==> src/rtl/if_fetch_unit_pkg.sv <==
// Shared pipeline definitions for the instruction-fetch stage.
//   NOP_INST      : instruction presented when no valid instruction is at the head
//   PC_STEP       : fetch address increment per word
//   fetch_state_e : fetch FSM states (boot, fetch, drain)
//   fetch_entry_t : one fetch-queue entry {pc, inst}
package if_fetch_unit_pkg;

    localparam logic [31:0] NOP_INST = 32'h0000_0000;
    localparam logic [31:0] PC_STEP  = 32'd4;

    typedef enum logic [1:0] {
        StBoot,
        StFetch,
        StDrain
    } fetch_state_e;

    typedef struct packed {
        logic [31:0] pc;
        logic [31:0] inst;
    } fetch_entry_t;

    // Force a fetch address onto a word boundary.
    function automatic logic [31:0] word_align(input logic [31:0] addr);
        return {addr[31:2], 2'b00};
    endfunction

endpackage

==> src/rtl/if_fetch_queue.sv <==
// In-order fetch queue: synchronous FIFO of {pc, inst} entries.
// Ports:
//   clk_i, rst_i    clock, asynchronous active-low reset
//   clear_i         drop every entry (wins over push/pop)
//   push_i, push_data_i   write one entry at the tail
//   pop_i           consume the head entry
//   head_o          entry at the head (undefined content when empty_o)
//   full_o, empty_o, count_o   occupancy status
module if_fetch_queue
    import if_fetch_unit_pkg::*;
#(
    parameter int unsigned Depth = 2,
    parameter int unsigned CntW  = $clog2(Depth + 1)
) (
    input  logic              clk_i,
    input  logic              rst_i,
    input  logic              clear_i,
    input  logic              push_i,
    input  fetch_entry_t      push_data_i,
    input  logic              pop_i,
    output fetch_entry_t      head_o,
    output logic              full_o,
    output logic              empty_o,
    output logic [CntW-1:0]   count_o
);

    localparam int unsigned PtrW = (Depth > 1) ? $clog2(Depth) : 1;

    fetch_entry_t    mem_q [Depth];
    logic [PtrW-1:0] wr_ptr_q, rd_ptr_q;
    logic [CntW-1:0] count_q;
    logic            do_push, do_pop;

    assign empty_o = (count_q == '0);
    assign full_o  = (count_q == CntW'(Depth));
    assign count_o = count_q;
    assign head_o  = mem_q[rd_ptr_q];

    assign do_pop  = pop_i && !empty_o;
    assign do_push = push_i && (!full_o || do_pop);

    // Depth is a power of two, so the pointers wrap on their own.
    always_ff @(posedge clk_i or negedge rst_i) begin
        if (!rst_i) begin
            wr_ptr_q <= '0;
            rd_ptr_q <= '0;
            count_q  <= '0;
        end else if (clear_i) begin
            wr_ptr_q <= '0;
            rd_ptr_q <= '0;
            count_q  <= '0;
        end else begin
            if (do_push) begin
                wr_ptr_q <= wr_ptr_q + 1'b1;
            end
            if (do_pop) begin
                rd_ptr_q <= rd_ptr_q + 1'b1;
            end
            count_q <= count_q + CntW'(do_push) - CntW'(do_pop);
        end
    end

    // Payload storage needs no reset: it is only observed through count_q.
    always_ff @(posedge clk_i) begin
        if (do_push && !clear_i) begin
            mem_q[wr_ptr_q] <= push_data_i;
        end
    end

endmodule

==> src/rtl/if_fetch_unit.sv <==
// Instruction-fetch stage: owns the fetch PC, issues word requests over a
// request/grant/response handshake, queues returned words in order and
// presents one {pc, inst} per cycle to the IF/ID register.
// Ports:
//   clk_i, rst_i                 clock, asynchronous active-low reset
//   stall_i                      IF/ID not accepting this cycle
//   flush_i, redirect_pc_i       discard fetched/in-flight work, restart at redirect_pc_i
//   imem_req_o, imem_addr_o      fetch request and word-aligned address
//   imem_gnt_i                   same-cycle acceptance of the request
//   imem_rvalid_i, imem_rdata_i  in-order response
//   pc_o, inst_o, valid_o        head of the fetch queue (inst_o = NOP when !valid_o)
// Build option IF_PERF_CNT_EN adds perf_fetch_o (queue pushes) and
// perf_stall_o (cycles with valid_o && stall_i), both free-running 32-bit.
module if_fetch_unit
    import if_fetch_unit_pkg::*;
#(
    parameter logic [31:0] RESET_PC = 32'h0000_0000,
    parameter int unsigned QDEPTH   = 2
) (
    input  logic        clk_i,
    input  logic        rst_i,
    input  logic        stall_i,
    input  logic        flush_i,
    input  logic [31:0] redirect_pc_i,
    output logic        imem_req_o,
    output logic [31:0] imem_addr_o,
    input  logic        imem_gnt_i,
    input  logic        imem_rvalid_i,
    input  logic [31:0] imem_rdata_i,
    output logic [31:0] pc_o,
    output logic [31:0] inst_o,
    output logic        valid_o
`ifdef IF_PERF_CNT_EN
    ,
    output logic [31:0] perf_fetch_o,
    output logic [31:0] perf_stall_o
`endif
);

    localparam int unsigned CntW = $clog2(QDEPTH + 1);
    localparam int unsigned SumW = CntW + 1;

    fetch_state_e    state_q, state_d;
    logic [31:0]     fetch_pc_q, fetch_pc_d;
    logic [31:0]     resp_pc_q, resp_pc_d;
    logic [CntW-1:0] outst_q, outst_d;
    logic [CntW-1:0] drop_q, drop_d;

    fetch_entry_t    q_head, q_push_data;
    logic            q_push, q_pop, q_full, q_empty;
    logic [CntW-1:0] q_count;

    logic            pop, grant, resp;
    logic [SumW-1:0] credits_used;

    logic            unused_q_full;
    assign unused_q_full = q_full;

    // ------------------------------------------------------------------
    // Issue / response handshake
    // ------------------------------------------------------------------
    assign valid_o = !q_empty;
    assign pop     = valid_o && !stall_i;

    // A head being consumed this cycle frees its slot before any response
    // granted now can land, so it counts as free; this keeps issue going at
    // one word per cycle with a two-entry queue and one-cycle memory.
    assign credits_used = SumW'(q_count) + SumW'(outst_q) - SumW'(pop);
    assign imem_req_o   = (state_q != StBoot) && (credits_used < SumW'(QDEPTH));
    assign imem_addr_o  = fetch_pc_q;
    assign grant        = imem_req_o && imem_gnt_i;

    // Responses with nothing outstanding (e.g. leftovers after reset) are ignored.
    assign resp = imem_rvalid_i && (outst_q != '0);

    assign q_push      = resp && (drop_q == '0) && !flush_i;
    assign q_pop       = pop && !flush_i;
    assign q_push_data = '{pc: resp_pc_q, inst: imem_rdata_i};

    // Grants in a flush cycle still reach memory, so they stay outstanding
    // and end up in the drop count below.
    assign outst_d = outst_q + CntW'(grant) - CntW'(resp);

    // ------------------------------------------------------------------
    // Next-state logic
    // ------------------------------------------------------------------
    always_comb begin
        state_d    = state_q;
        fetch_pc_d = fetch_pc_q;
        resp_pc_d  = resp_pc_q;
        drop_d     = drop_q;

        if (grant) begin
            fetch_pc_d = fetch_pc_q + PC_STEP;
        end

        // resp_pc tracks the address of the next response that will be kept;
        // kept responses are always consecutive words of the current path.
        if (resp) begin
            if (drop_q != '0) begin
                drop_d = drop_q - 1'b1;
            end else begin
                resp_pc_d = resp_pc_q + PC_STEP;
            end
        end

        case (state_q)
            StBoot:  state_d = StFetch;
            StFetch: state_d = StFetch;
            StDrain: begin
                if (drop_d == '0) begin
                    state_d = StFetch;
                end
            end
            default: state_d = StBoot;
        endcase

        // Flush overrides every other update this cycle. Everything still in
        // flight afterwards belongs to the old path, including anything
        // dropped earlier but not yet returned.
        if (flush_i) begin
            fetch_pc_d = word_align(redirect_pc_i);
            resp_pc_d  = word_align(redirect_pc_i);
            drop_d     = outst_d;
            state_d    = (outst_d != '0) ? StDrain : StFetch;
        end
    end

    always_ff @(posedge clk_i or negedge rst_i) begin
        if (!rst_i) begin
            state_q    <= StBoot;
            fetch_pc_q <= RESET_PC;
            resp_pc_q  <= RESET_PC;
            outst_q    <= '0;
            drop_q     <= '0;
        end else begin
            state_q    <= state_d;
            fetch_pc_q <= fetch_pc_d;
            resp_pc_q  <= resp_pc_d;
            outst_q    <= outst_d;
            drop_q     <= drop_d;
        end
    end

    // ------------------------------------------------------------------
    // Fetch queue and outputs
    // ------------------------------------------------------------------
    if_fetch_queue #(
        .Depth (QDEPTH),
        .CntW  (CntW)
    ) u_queue (
        .clk_i       (clk_i),
        .rst_i       (rst_i),
        .clear_i     (flush_i),
        .push_i      (q_push),
        .push_data_i (q_push_data),
        .pop_i       (q_pop),
        .head_o      (q_head),
        .full_o      (q_full),
        .empty_o     (q_empty),
        .count_o     (q_count)
    );

    assign pc_o   = q_empty ? 32'h0000_0000 : q_head.pc;
    assign inst_o = q_empty ? NOP_INST : q_head.inst;

`ifdef IF_PERF_CNT_EN
    logic [31:0] perf_fetch_q, perf_stall_q;

    always_ff @(posedge clk_i or negedge rst_i) begin
        if (!rst_i) begin
            perf_fetch_q <= '0;
            perf_stall_q <= '0;
        end else begin
            perf_fetch_q <= perf_fetch_q + 32'(q_push);
            perf_stall_q <= perf_stall_q + 32'(valid_o && stall_i);
        end
    end

    assign perf_fetch_o = perf_fetch_q;
    assign perf_stall_o = perf_stall_q;
`endif

endmodule

==> config.mk <==
export PLATFORM = sky130hd
export DESIGN_NAME = if_fetch_unit
export DESIGN_NICKNAME = d
export VERILOG_FILES = /design/src/rtl/if_fetch_unit_pkg.sv /design/src/rtl/if_fetch_queue.sv /design/src/rtl/if_fetch_unit.sv
export SDC_FILE = /design/constraint.sdc
export NUM_CORES = 1
export LEC_CHECK = 0
export BUFFER_PORTS_ARGS = -buffer_cell sky130_fd_sc_hd__buf_2
export CORE_AREA = 10 10 139 141
export DETAILED_ROUTE_END_ITERATION = 6
export DIE_AREA = 0 0 149 151
export GPL_TIMING_DRIVEN = 0
export PLACE_DENSITY = 0.85
export SETUP_SLACK_MARGIN = 0.4
export SLEW_MARGIN = 20
export SYNTH_ARGS = -nofsm -noshare
export SYNTH_HDL_FRONTEND = slang
export SYNTH_HIERARCHICAL = 1
export SYNTH_SLANG_ARGS = --single-unit
export TNS_END_PERCENT = 5
==> constraint.sdc <==
create_clock -name clk_i -period 8.4 [get_ports clk_i]
set_clock_uncertainty 0.05 [all_clocks]
set_input_delay 0.84 -clock clk_i [delete_from_list [all_inputs] [get_ports clk_i]]
set_output_delay 0.84 -clock clk_i [all_outputs]
set_load 0.1 [all_outputs]
== Yosys cells after proc, flatten, opt, wreduce, memory -nomap -nowiden ==
Memories as Yosys holds them, arrays and structs flattened.
Index checks and enable logic that the tools add are counted.
Word-level totals
  logic and storage cells: 76
  output and inout port bits: 98
  register bits: 74
  bits in writable memories: 128
  bits in latches: 0
  ROM bits: 0
  memories: 1
Memory list
  u_queue.mem_q: depth 2, bits a word 64, read ports 1, clocked after Yosys merged registers in 0, wr ports 1, line if_fetch_queue.sv:29  | fetch_entry_t mem_q [Depth];
Cells by class
  add/subtract/negate cells: 11
  shift operators: 0
  muxes and demuxes: 21
  $mul: 0
  equality and inequality tests: 5
  reduce and logical (&&, ||, !) cells: 29
  bitwise logic cells: 0
  $lt $le $gt $ge: 1
  divide/modulo/power cells: 0
Operator list (count)
  two-way mux 32 bit: 7
  adder 32 x 3 -> 32 bit, second input constant: 2
  nonzero test 2 bit: 8
  two-way mux 2 bit: 7
  logical AND 1 bit: 10
  zero test 2 bit: 4
  two-way mux 1 bit: 6
  adder 2 x 1 -> 2 bit: 2
  equality test 2 bit, second input constant: 2
  zero test 1 bit: 4
  one-hot mux 2 bit (2 select lines): 1
  subtractor 2 x 1 -> 2 bit: 2
  adder 2 x 2 -> 3 bit: 1
  < comparator 3 x 2 -> 1 bit, second input constant: 1
  inequality test 3 bit, second input constant: 1
  subtractor 3 x 1 -> 3 bit: 1
  adder 1 bit, second input constant: 2
  equality test 2 x 1 -> 1 bit, second input constant: 1
  inequality test 2 bit, second input constant: 1
  AND reduction 2 bit: 1
  OR reduction 2 bit: 1
  subtractor 2 x 1 -> 2 bit, second input constant: 1
  logical OR 1 bit: 1

== Longest topological paths before layout ==
Gate-level depths: netlist of run 1.
  depth after elaboration: 12
  gate-level depth with buffers: 17
  gate-level depth less buffers: 15

== By module ==
Netlist of run 1, hierarchy kept.
Modules (own cells, without submodules)
  if_fetch_queue: area an instance 4883.4 um2, times used 1, cells an instance 228
  if_fetch_unit: area an instance 4232.8 um2, times used 1, cells an instance 442

== Worst setup path after synthesis of run 1 ==
Ideal clock, no wire load.
  kind: input to register
  start: input port flush_i
  end: memory u_queue/mem_q[1][0] in the netlist's numbering (enable)
  setup time: 0.578 ns
  setup slack: 1.191 ns
  path buffers: 1
  arrival time: 6.581 ns
  cell stages on the path: 4
  cells stage by stage: clkbuf_1 nor4_1 o21ai_2 nor3b_1
Between the ends
  elaborated cells between the ends (all ways): 9
  those cells by class: mux (2); reduce/logical (7)
RTL lines
  start: declaration: line if_fetch_unit.sv:23  | input logic flush_i,
  zero test 1 bit: line if_fetch_unit.sv:76  | assign q_push = resp && (drop_q == '0) && !flush_i;
  logical AND 1 bit: line if_fetch_unit.sv:76
  via q_push: line if_fetch_unit.sv:50  | logic q_push, q_pop, q_full, q_empty;
  logical AND 1 bit: line if_fetch_queue.sv:40  | assign do_push = push_i && (!full_o || do_pop);
  logical AND 1 bit: line if_fetch_queue.sv:65  | if (do_push && !clear_i) begin
  two-way mux 1 bit: line if_fetch_queue.sv:65
  two-way mux 1 bit (implied by the code): line if_fetch_queue.sv:66  | mem_q[wr_ptr_q] <= push_data_i;
  end: declaration: line if_fetch_queue.sv:29
The timed path passes the listed nets, and every way through them passes these cells.

== Worst setup path in the final report of run 1 ==
  start: register u_queue.count_q[1], in the netlist u_queue/count_o[1]
  end: output port imem_req_o
Between the ends
  word-level cells in the longest chain between the ends: 6
  elaborated cells between the ends (all ways): 7
  those cells by class: add/sub (2); order compare (1); reduce/logical (4)
Ends and longest elaborated chain
  start: declaration: line if_fetch_queue.sv:31  | logic [CntW-1:0] count_q;
  start signal: assignment: line if_fetch_queue.sv:59  | count_q <= count_q + CntW'(do_push) - CntW'(do_pop);
  zero test 2 bit: line if_fetch_queue.sv:34  | assign empty_o = (count_q == '0);
  via q_empty: line if_fetch_unit.sv:50
  zero test 1 bit: line if_fetch_unit.sv:62  | assign valid_o = !q_empty;
  logical AND 1 bit: line if_fetch_unit.sv:63  | assign pop = valid_o && !stall_i;
  subtractor 3 x 1 -> 3 bit: line if_fetch_unit.sv:68  | assign credits_used = SumW'(q_count) + SumW'(outst_q) - SumW'(pop);
  < comparator 3 x 2 -> 1 bit: line if_fetch_unit.sv:69  | assign imem_req_o = (state_q != StBoot) && (credits_used < SumW'(QDEPTH));
  logical AND 1 bit: line if_fetch_unit.sv:69
  end: declaration: line if_fetch_unit.sv:25  | output logic imem_req_o,
The timed path passes the listed nets, and every way through them passes these cells.

==> results.md, run 1 <==
- Status: completed
- Final Util: 66.91%
- Clk pwr share: 32.3%
- Setup Fix Bufs, Post-CTS: 0
- Dpl hpwl: 15120 µm
- WP data required: 7.51 ns
- GRT Util Overall: 18.24%
- RSZ-0062 raised after global routing: no
- CP delay by family, top: buffers and inverters
- WP data arrival: 4.12 ns
- Max_cap viols: 0
- Critical path class: reg2out
- ANT cells: 0
- Critical Path Stages: 10
- Sequential share of power: 46.4%
- Final wirelength: 20660 µm
- R2r worst-path depth: 17
- VDD IR max: 246.4 µV
- Critical path, cell by cell: nor2_1 -> buf_1 -> clkbuf_1 -> nor2_1 -> ha_1 -> nand2b_1 -> fa_1 -> xnor2_1 -> nor2_1 -> buf_2
- Initial DRC count: 514
- Gate Count Post-Synth: 669
- Hold crit path type: in2async
- Worst path max stage delay: 0.58 ns
- Slew @ Worst Pin: 0.9846 ns
- Hold slack: 0.2416 ns
- CTS Sinks: 198
- RR Startpoint: u_queue/count_o[1]
- M3 GR Usage: 4.803%
- Yosys warnings: 6
- Num rows: 47
- Initial Utilization: 55.34%
- Worst-Skew Late Latency: 0.43 ns
- Fmax: 0.1995 GHz
- Switching Power: 0.0008210 W
- Internal power: 0.001762 W
- Crit-path slowest cell: xnor2_1
- Largest net degree at the start of global routing: 52
- Layout cells sized above 1: 32.51%
- Via density: 5.447
- Grt met1 use: 21.72%
- Final setup violation count: 0
- First-pass GRT wire length: 32110 µm
- # DRC: 0
- Met2 Usage GRT: 32.12%
- Cell Area, Synth: 9112 µm²
- Clock Path Buffers: 2
- Root Driver: clkbuf_16
- Fin nets: 951
- Endpoints failing hold: 0
- Die Wd: 149 µm
- Total congestion overflow: 0
- Die Span Y: 151 µm
- Cts repair resizes: 0
- Fill count: 1169
- Number of global-route vias before repair: 6264
- Switch share: 31.78%
- Combinational share of power: 21.3%
- Tmin final: 5.011 ns
- CP Launch Type: flip-flop
- Clock transition at path regs: 0.07 ns
- I/O Buffers: 163
- Period Utilization, post-route: 59.66%
- Post-DR wirelength/cell: 18.68 µm
- Count of pins over their slew limit: 0
- Total core area: 16470 µm²
- Setup slack, reg-to-reg: 3.45 ns
- Max-slew headroom: 33.75%
- Die ar.: 22500 µm²
- Crit path max fanout: 10
- Most used cell along the critical path: nor2_1
- Kind of end point of the critical path: output pin
- Initial antenna violation count: 0
- CP bufs+invs: 3
- Cts bufs inserted: 17
- Leakage: 4.336 nW
- Vias: 6024
- ANT nets after route: 0
- R2R Path End: state_q[1]
- Cell area power density: 234.4 nW/µm²
- GPL Wtd Cong: 0.9226
- Number of H-tree levels: 4
- TritonCTS clock tree: built
- Area delta synth->final: 20.91%
- Average size of a mapped cell: 13.62 µm²
- GRT Max-Usage Layer: met2
- Post-CTS Hold Buffers: 0
- I/O Pins: 168
- Drt first pass iters: 5
[power by group through the flow]
stage	Combinational, W	Sequential, W	Clock, W
after global routing	0.000588	0.00121	0.000894
final	0.000550	0.00120	0.000834
after detailed placement	0.000547	0.00122	0
after floorplan	0.000299	0.00133	0
after CTS	0.000552	0.00120	0.000851
after global placement	0.000527	0.00122	0
[metrics by stage]
stage          cells  TNS [ns]  worst slack [ns]  area [µm²]  total power (W)
2_1_floorplan    674         0             1.191        9131         0.001629
3_3_place_gp    1057   -199.42            -1.852       10220         0.001743
3_5_place_dp    1074         0             3.409       10400         0.001762
4_1_cts         1106         0             3.333       11020         0.002600
5_1_grt         1106         0             2.977       11020         0.002691
6_report        1106         0             3.389       11020         0.002583
[flip-flops by register name (all words and copies together), names as in the netlist]
| name | count |
|---|---|
| imem_addr_o | 30 |
| resp_pc_q | 30 |
| u_queue/count_o | 2 |
| drop_q | 2 |
| state_q | 2 |
| u_queue/wr_ptr_q | 1 |
| u_queue/mem_q | 128 |
| outst_q | 2 |
| u_queue/rd_ptr_q | 1 |
[how the worst max path moves through the flow]
| stage | startpoint | endpoint | slack, ns |
|---|---|---|---|
| global placement | flush_i | u_queue/mem_q[1][13] | -1.85 |
| global route | u_queue/count_o[1] | state_q[1] | 2.98 |
| finish | u_queue/count_o[1] | imem_req_o | 3.39 |
| detailed placement | u_queue/count_o[1] | state_q[1] | 3.41 |
| CTS | u_queue/count_o[1] | imem_req_o | 3.33 |
| floorplan | flush_i | u_queue/mem_q[1][0] | 1.19 |
[final cells by class]
class	instances	area [µm²]	area share, %
Sequential cell	198	5595	50.78
Multi-Input combinational cell	434	3343	30.34
Timing Repair Buffer	180	980.9	8.903
Clock buffer	22	519.2	4.713
Tap cell	220	275.3	2.498
Buffer	29	153.9	1.397
Clock inverter	10	101.3	0.9198
Inverter	13	48.80	0.4429
[cell usage in the layout, fill, tap and decap left out, drive strengths merged, types with 3 or more instances in the layout]
cell type	instances
dfrtp	70
o21a	5
a21boi	3
inv	19
mux2	101
nand2b	7
conb	6
nand4	22
nor4	7
clkbuf	38
nand2	20
nand3	28
clkinv	3
o21ai	16
a31oi	6
nor3	10
nor3b	3
xnor2	38
or3	6
edfxtp	128
nor2	24
and3	9
xor2	16
nor2b	68
ha	7
buf	193
a21oi	16
[per-layer routing]
metal | up-vias | routed length (µm)
met5 | - | 0
li1 | 2829 | -
met1 | 2964 | 8777
met3 | 20 | 1284
met2 | 211 | 10350
met4 | 0 | 247
Note: power is estimated with default switching activity, not from simulation.
==> inputs of run 2 (changes only) <==
--- a/config.mk
+++ b/config.mk
@@ -5,12 +5,13 @@
 export SDC_FILE = /design/constraint.sdc
 export NUM_CORES = 1
 export LEC_CHECK = 0
+export ABC_AREA = 1
 export BUFFER_PORTS_ARGS = -buffer_cell sky130_fd_sc_hd__buf_2
-export CORE_AREA = 10 10 139 141
+export CORE_AREA = 10 10 152 154
 export DETAILED_ROUTE_END_ITERATION = 6
-export DIE_AREA = 0 0 149 151
+export DIE_AREA = 0 0 162 164
 export GPL_TIMING_DRIVEN = 0
-export PLACE_DENSITY = 0.85
+export PLACE_DENSITY = 0.82
 export SETUP_SLACK_MARGIN = 0.4
 export SLEW_MARGIN = 20
 export SYNTH_ARGS = -nofsm -noshare
==> constraint.sdc (replaced) <==
create_clock -name clk_i -period 4.5 [get_ports clk_i]
set_clock_uncertainty 0.05 [all_clocks]
set_input_delay 0.45 -clock clk_i [delete_from_list [all_inputs] [get_ports clk_i]]
set_output_delay 0.45 -clock clk_i [all_outputs]
set_load 0.1 [all_outputs]
==> run 2 against run 1 <==
Against the previous run:
- first-iteration DRC count up 66%
- clock power increased by 74%
- sequential cell count is the same
- critical path type is now reg2reg
- setup slack worse by 2.8 ns
- sequential share of layout area down 4.9 points
- global-route usage rose by 1.7 points
- clock-buffer cell count decreased by 4
- register-to-register slack lost 2.8 ns
- critical path depth increased by 10
==> results.md, run 2 <==
- Crit-path slowest cell: fa_1
- Worst path max stage delay: 0.52 ns (-0.06 ns)
- Status: completed
- Vias: 8507 (+41%)
- Initial antenna violation count: 0 (unchanged)
- I/O Buffers: 163 (unchanged)
- Fin nets: 1470 (+55%)
- Setup slack, reg-to-reg: 0.63 ns (-2.82 ns)
- Hold depth: 1
- Die ar.: 26570 µm² (+18%)
- Slew @ Worst Pin: 0.6201 ns (-0.3646 ns)
- Root Driver: clkbuf_16
- Drt first pass iters: 5 (unchanged)
- TritonCTS clock tree: built
- Hold crit path type: in2reg
- R2R Path End: state_q[0]
- Tmin final: 3.867 ns
- Most flop-heavy register: u_queue/mem_q
- Hold path endpoint: u_queue/mem_q[0][27]
- Setup TNS Final: 0 ns (unchanged)
- CP delay by family, top: adder cells
- Period Utilization, post-route: 85.93%
- Number of global-route vias before repair: 8289 (+32%)
- Max FFs per register: 128 (unchanged)
- Average size of a mapped cell: 8.554 µm² (-37%)
- Worst slack, placed: -0.2651 ns (-3.674 ns)
- Most frequent cells in the layout: nand2_1, buf_2, inv_1, nor2_1, edfxtp_1
- Design Power: 0.006514 W (+150%)
- Leakage: 5.787 nW (+33%)
- Cell area power density: 534.0 nW/µm² (+130%)
- Max-slew headroom: 58.66% (+25 points)
- Max_cap viols: 0 (unchanged)
- Endpoints failing hold: 0 (unchanged)
- CTS Sinks: 198 (unchanged)
- Final setup violation count: 0 (unchanged)
- CP Launch Type: flip-flop
- Count of pins over their slew limit: 0 (unchanged)
- Dpl hpwl: 20080 µm (+33%)
- Number of H-tree levels: 4 (unchanged)
- First-pass GRT wire length: 42330 µm (+32%)
- R2r worst-path depth: 20 (+3)
- Initial Utilization: 51.01% (-4.3 points)
- CP bufs+invs: 6 (+3)
- Largest net degree at the start of global routing: 52 (unchanged)
- Critical path class: reg2reg
- Total congestion overflow: 0 (unchanged)
- Clock transition at path regs: 0.08 ns (about the same)
- PnR worst setup slack: 0.6331 ns (-2.756 ns)
- Final wirelength: 26810 µm (+30%)
- Via density: 5.079 (-6.8%)
- Die Wd: 162 µm (+8.7%)
- VDD IR max: 457.6 µV (+86%)
- Clock Path Buffers: 2 (unchanged)
- GRT Util Overall: 19.99% (+1.7 points)
- Commonest non-fill, non-tap cell in the layout: nand2_1
- Kind of end point of the critical path: flip-flop
- Fill count: 1678 (+44%)
- # DRC: 0 (unchanged)
- Worst-Skew Late Latency: 0.44 ns (about the same)
- Min-delay src: imem_rdata_i[27]
- ANT cells: 0 (unchanged)
- Yosys warnings: 6 (unchanged)
- Num rows: 52 (+11%)
- I/O Pins: 168 (unchanged)
- GPL Wtd Cong: 0.9742 (+5.6%)
- RR Startpoint: u_queue/count_o[1]
- Post-DR wirelength/cell: 16.01 µm (-14%)
- Crit path max fanout: 10 (unchanged)
- Total core area: 20040 µm² (+22%)
- WP data arrival: 4.15 ns (+0.03 ns)
- Area delta synth->final: 19.31%
- ANT nets after route: 0 (unchanged)
- RSZ-0062 raised after global routing: no
- Initial DRC count: 853 (+66%)
- WP data required: 4.78 ns (-2.73 ns)
- Gate Count Post-Synth: 1195 (+79%)
- Layout cells sized above 1: 21.42% (-11 points)
- Fmax: 0.2586 GHz
- Critical path, cell by cell: inv_1 -> nand2_1 -> inv_2 -> buf_8 -> buf_6 -> nor2_1 -> ha_1 -> or2_2 -> fa_1 -> inv_1 -> nor2_4 -> nand3_4 -> ha_1 -> inv_1 -> ha_1 -> xnor2_2 -> xnor2_2 -> nand2_1 -> nand3_1 -> nor2_1
- Cts bufs inserted: 17 (unchanged)
- Cell Area, Synth: 10220 µm² (+12%)
- Die Span Y: 164 µm (+8.6%)
-- run 2: repair_timing --
item                       4_1_cts  5_1_grt
hold buffers                     1        0
buffers inserted                 0        1
setup endpoints to repair       35        4
resized for setup                6        7
hold endpoints to repair        19        0
-- run 2: worst max path at each step --
stage | from | endpoint | slack (ns) | depth (start not counted)
6_report | u_queue/count_o[1] | state_q[0] | 0.63 | 20
5_1_grt | u_queue/count_o[1] | state_q[0] | 0.40 | 20
4_1_cts | u_queue/count_o[1] | state_q[0] | 0.41 | 20
3_5_place_dp | u_queue/count_o[1] | state_q[0] | -0.27 | 20
3_3_place_gp | u_queue/count_o[1] | u_queue/mem_q[0][5] | -0.29 | 7
2_1_floorplan | u_queue/count_o[1] | imem_req_o | 0.23 | 12
-- run 2: final cells by class --
type	count	area, µm²	area share, %
Clock buffer	18	429.2	3.519
Sequential cell	198	5595	45.88
Multi-Input combinational cell	801	3825	31.36
Clock inverter	14	133.9	1.098
Tap cell	270	337.8	2.770
Inverter	163	611.8	5.016
Buffer	38	266.5	2.185
Timing Repair Buffer	173	997.2	8.176
-- run 2: per-layer routing --
layer / GRT usage, % / vias up / share of wire [%] / wire length, µm
li1: - / 4167 / - / -
met1: 25.24 / 3925 / 42 / 11280
met2: 32.76 / 380 / 47 / 12520
met3: 5.707 / 35 / 9.7 / 2603
met4: 6.038 / 0 / 1.5 / 408
met5: 0 / - / 0 / 0
-- run 2: power by group --
group / internal [W] / switching, W
Combinational: 0.000546 / 0.00202
Sequential: 0.00221 / 0.000287
Clock: 0.000734 / 0.000719
Total: 0.00349 / 0.00303
-- run 2: metrics by stage --
| step | cells | hold WS [ns] | util, % | instance area, µm² |
|---|---|---|---|---|
| after floorplan | 1200 | 0.1044 | - | 10250 |
| after global placement | 1633 | 0.4468 | 56.93 | 11410 |
| after detailed placement | 1641 | 0.3097 | 57.76 | 11570 |
| after CTS | 1674 | 0.1343 | 60.69 | 12160 |
| after global routing | 1675 | 0.1374 | 60.86 | 12200 |
| final | 1675 | 0.1457 | 60.86 | 12200 |
==> inputs of run 3 (changes only) <==
--- a/config.mk
+++ b/config.mk
@@ -12,6 +12,7 @@
 export DIE_AREA = 0 0 162 164
 export GPL_TIMING_DRIVEN = 0
 export PLACE_DENSITY = 0.82
+export RECOVER_POWER = 100
 export SETUP_SLACK_MARGIN = 0.4
 export SLEW_MARGIN = 20
 export SYNTH_ARGS = -nofsm -noshare
==> run 3 against run 2 <==
Against the previous run:
- clock-buffer cell count stayed put
- critical path type unchanged
- power is 1.8% lower
- sequential share of layout area grew 1.1 points
- sequential power hardly changed
- core utilization fell by 1.5 points
- sequential cell count stayed put
- maximum frequency fell by 6.9%
- clock power about the same
- cell count stayed put
- critical endpoint is now imem_addr_o[30]
- combinational power is 4% lower
- global-route usage did not move
- non-clock buffer count did not move
==> results.md, run 3 (synthesized netlist as in run 2, its figures left out) <==
- Status: completed
- Most used cell along the critical path: inv_1
- Root Driver: clkbuf_16
- Clock Path Buffers: 2 (unchanged)
- Count of pins over their slew limit: 0 (unchanged)
- ANT cells: 0 (unchanged)
- Num rows: 52 (unchanged)
- Slew @ Worst Pin: 1.238 ns (+0.6178 ns)
- Critical path class: reg2reg
- Fill count: 1784 (+6.3%)
- RSZ-0062 raised after global routing: no
- Final setup violation count: 0 (unchanged)
- Max FFs per register: 128 (unchanged)
- Area delta synth->final: 16.45%
- Initial antenna violation count: 0 (unchanged)
- Fmax: 0.2409 GHz (-6.9%)
- Crit path max fanout: 10 (unchanged)
- CP bufs+invs: 7 (+1)
- Via density: 5.074 (about the same)
- Final std cells w/o fill: 1675 (unchanged)
- First-pass GRT wire length: 42330 µm (unchanged)
- Dpl hpwl: 20080 µm (unchanged)
- CP Launch Type: flip-flop
- Total congestion overflow: 0 (unchanged)
- Number of H-tree levels: 4 (unchanged)
- Post-DR wirelength/cell: 15.97 µm (-0.24%)
- Clock transition at path regs: 0.07 ns (about the same)
- PnR worst setup slack: 0.3481 ns (-0.2850 ns)
- R2r worst-path depth: 16 (-20%)
- WP data arrival: 4.48 ns (+0.33 ns)
- Leakage: 5.311 nW (-8.2%)
- Worst path max stage delay: 0.52 ns (about the same)
- # DRC: 0 (unchanged)
- Cell area power density: 537.5 nW/µm² (+0.65%)
- Min-delay src: imem_rdata_i[11]
- Number of global-route vias before repair: 8289 (unchanged)
- Endpoints failing hold: 0 (unchanged)
- Initial DRC count: 763 (-11%)
- Hold depth: 1 (unchanged)
- Vias: 8499 (-0.094%)
- Hold path endpoint: u_queue/mem_q[0][11]
- RR Startpoint: u_queue/count_o[1]
- Crit-path slowest cell: fa_1
- Most flop-heavy register: u_queue/mem_q
- Drt first pass iters: 6 (+1)
- Worst-Skew Late Latency: 0.44 ns (about the same)
- TritonCTS clock tree: built
- Critical path, cell by cell: inv_1 -> nand2_1 -> inv_1 -> buf_8 -> buf_6 -> nor2_1 -> ha_1 -> or2_2 -> fa_1 -> inv_1 -> nor2_1 -> nand4_1 -> inv_1 -> clkbuf_1 -> nand3_1 -> nand2_1
- Hold crit path type: in2reg
- Tmin final: 4.152 ns (+0.2850 ns)
- Max_cap viols: 0 (unchanged)
- Max-slew headroom: 17.48% (-41 points)
- Inst Count DP: 1641 (unchanged)
- Cts bufs inserted: 17 (unchanged)
- Largest net degree at the start of global routing: 52 (unchanged)
- Fin nets: 1470 (unchanged)
- Period Utilization, post-route: 92.26% (+6.3 points)
- Total core area: 20040 µm² (unchanged)
- CP delay by family, top: buffers and inverters
- Die Span Y: 164 µm (unchanged)
- Register area: 5595 µm² (unchanged)
- Final wirelength: 26750 µm (-0.24%)
- Worst slack, placed: -0.2651 ns (unchanged)
- Commonest non-fill, non-tap cell in the layout: nand2_1
- VDD IR max: 448.7 µV (-1.9%)
- Die ar.: 26570 µm² (unchanged)
- GPL Wtd Cong: 0.9742 (unchanged)
- Initial Utilization: 51.01% (unchanged)
- R2R Path End: imem_addr_o[30]
- Kind of end point of the critical path: flip-flop
- GRT Util Overall: 19.99% (unchanged)
- Area of the multi-input gates: 3749 µm² (-2.0%)
- I/O Pins: 168 (unchanged)
- Die Wd: 162 µm (unchanged)
- I/O Buffers: 163 (unchanged)
- ANT nets after route: 0 (unchanged)
- CTS Sinks: 198 (unchanged)
- Setup slack, reg-to-reg: 0.35 ns (-0.29 ns)
- Most frequent cells in the layout: nand2_1, inv_1, nor2_1, edfxtp_1, clkbuf_1
- Layout cells sized above 1: 11.89% (-9.5 points)
- WP data required: 4.83 ns (+0.05 ns)
## run 3: changes by cell type in the layout (fill, tap and decap cells not counted), moves of 4 or more
| cell | change |
|---|---|
| inv_1 | +5 |
| buf_2 | -115 |
| inv_2 | -5 |
| clkbuf_2 | +4 |
| clkbuf_1 | +121 |
## run 3: per-layer routing
layer  share of wire (%)  global-route usage [%]
met1                  42                   25.24
met2                  47                   32.76
met3                 9.5                   5.707
met4                 1.4                   6.038
met5                   0                       0
## run 3: final cells by class
type,count,share of cell area (%)
Buffer,38,2.018
Clock buffer,18,3.605
Clock inverter,14,1.125
Inverter,163,5.140
Multi-Input combinational cell,801,31.49
Sequential cell,198,47.00
Tap cell,270,2.838
Timing Repair Buffer,173,6.779
## run 3: worst max-delay path by stage
stage                                  start                  end  slack [ns]  cells after the start
after detailed placement  u_queue/count_o[1]           state_q[0]       -0.27                     20
after floorplan           u_queue/count_o[1]           imem_req_o        0.23                     12
after CTS                 u_queue/count_o[1]           state_q[0]        0.41                     20
after global placement    u_queue/count_o[1]  u_queue/mem_q[0][5]       -0.29                      7
after global routing      u_queue/count_o[1]      imem_addr_o[30]        0.22                     18
final                     u_queue/count_o[1]      imem_addr_o[30]        0.35                     16
## run 3: worst register-to-register path, stage by stage (launching register included)
cell and delay [ns]:
dfrtp_1 0.41, inv_1 0.09, nand2_1 0.11, inv_1 0.25, buf_8 0.21, buf_6 0.17
nor2_1 0.06, ha_1 0.25, or2_2 0.30, fa_1 0.52, inv_1 0.05, nor2_1 0.21
nand4_1 0.43, inv_1 0.25, clkbuf_1 0.50, nand3_1 0.16, nand2_1 0.08
## run 3: through the flow
stage,util (%),power (W),hold WS (ns),cell area (µm²),TNS (ns)
after floorplan,-,0.004479,0.1044,10250,0
after global placement,56.93,0.004958,0.4468,11410,-23.05
after detailed placement,57.76,0.005033,0.3097,11570,-0.5571
after CTS,60.69,0.006498,0.1343,12160,0
after global routing,59.40,0.006703,0.1374,11900,0
final,59.40,0.006399,0.1478,11900,0
## run 3: power breakdown
group / switching [W] / leakage [nW] / total (W) / internal, W
clock network: 0.000714 / 0.272 / 0.00145 / 0.000734
logic: 0.00199 / 3.03 / 0.00246 / 0.000461
registers: 0.000289 / 2.00 / 0.00250 / 0.00221
## run 3: timing repair
| action | in CTS | in global routing |
|---|---|---|
| endpoints found under the hold margin | 19 | 0 |
| resized for setup | 6 | 7 |
| setup endpoints to repair | 35 | 4 |
| hold buffers | 1 | 0 |
| setup buffers | 0 | 1 |
| gates cloned | 0 | 0 |
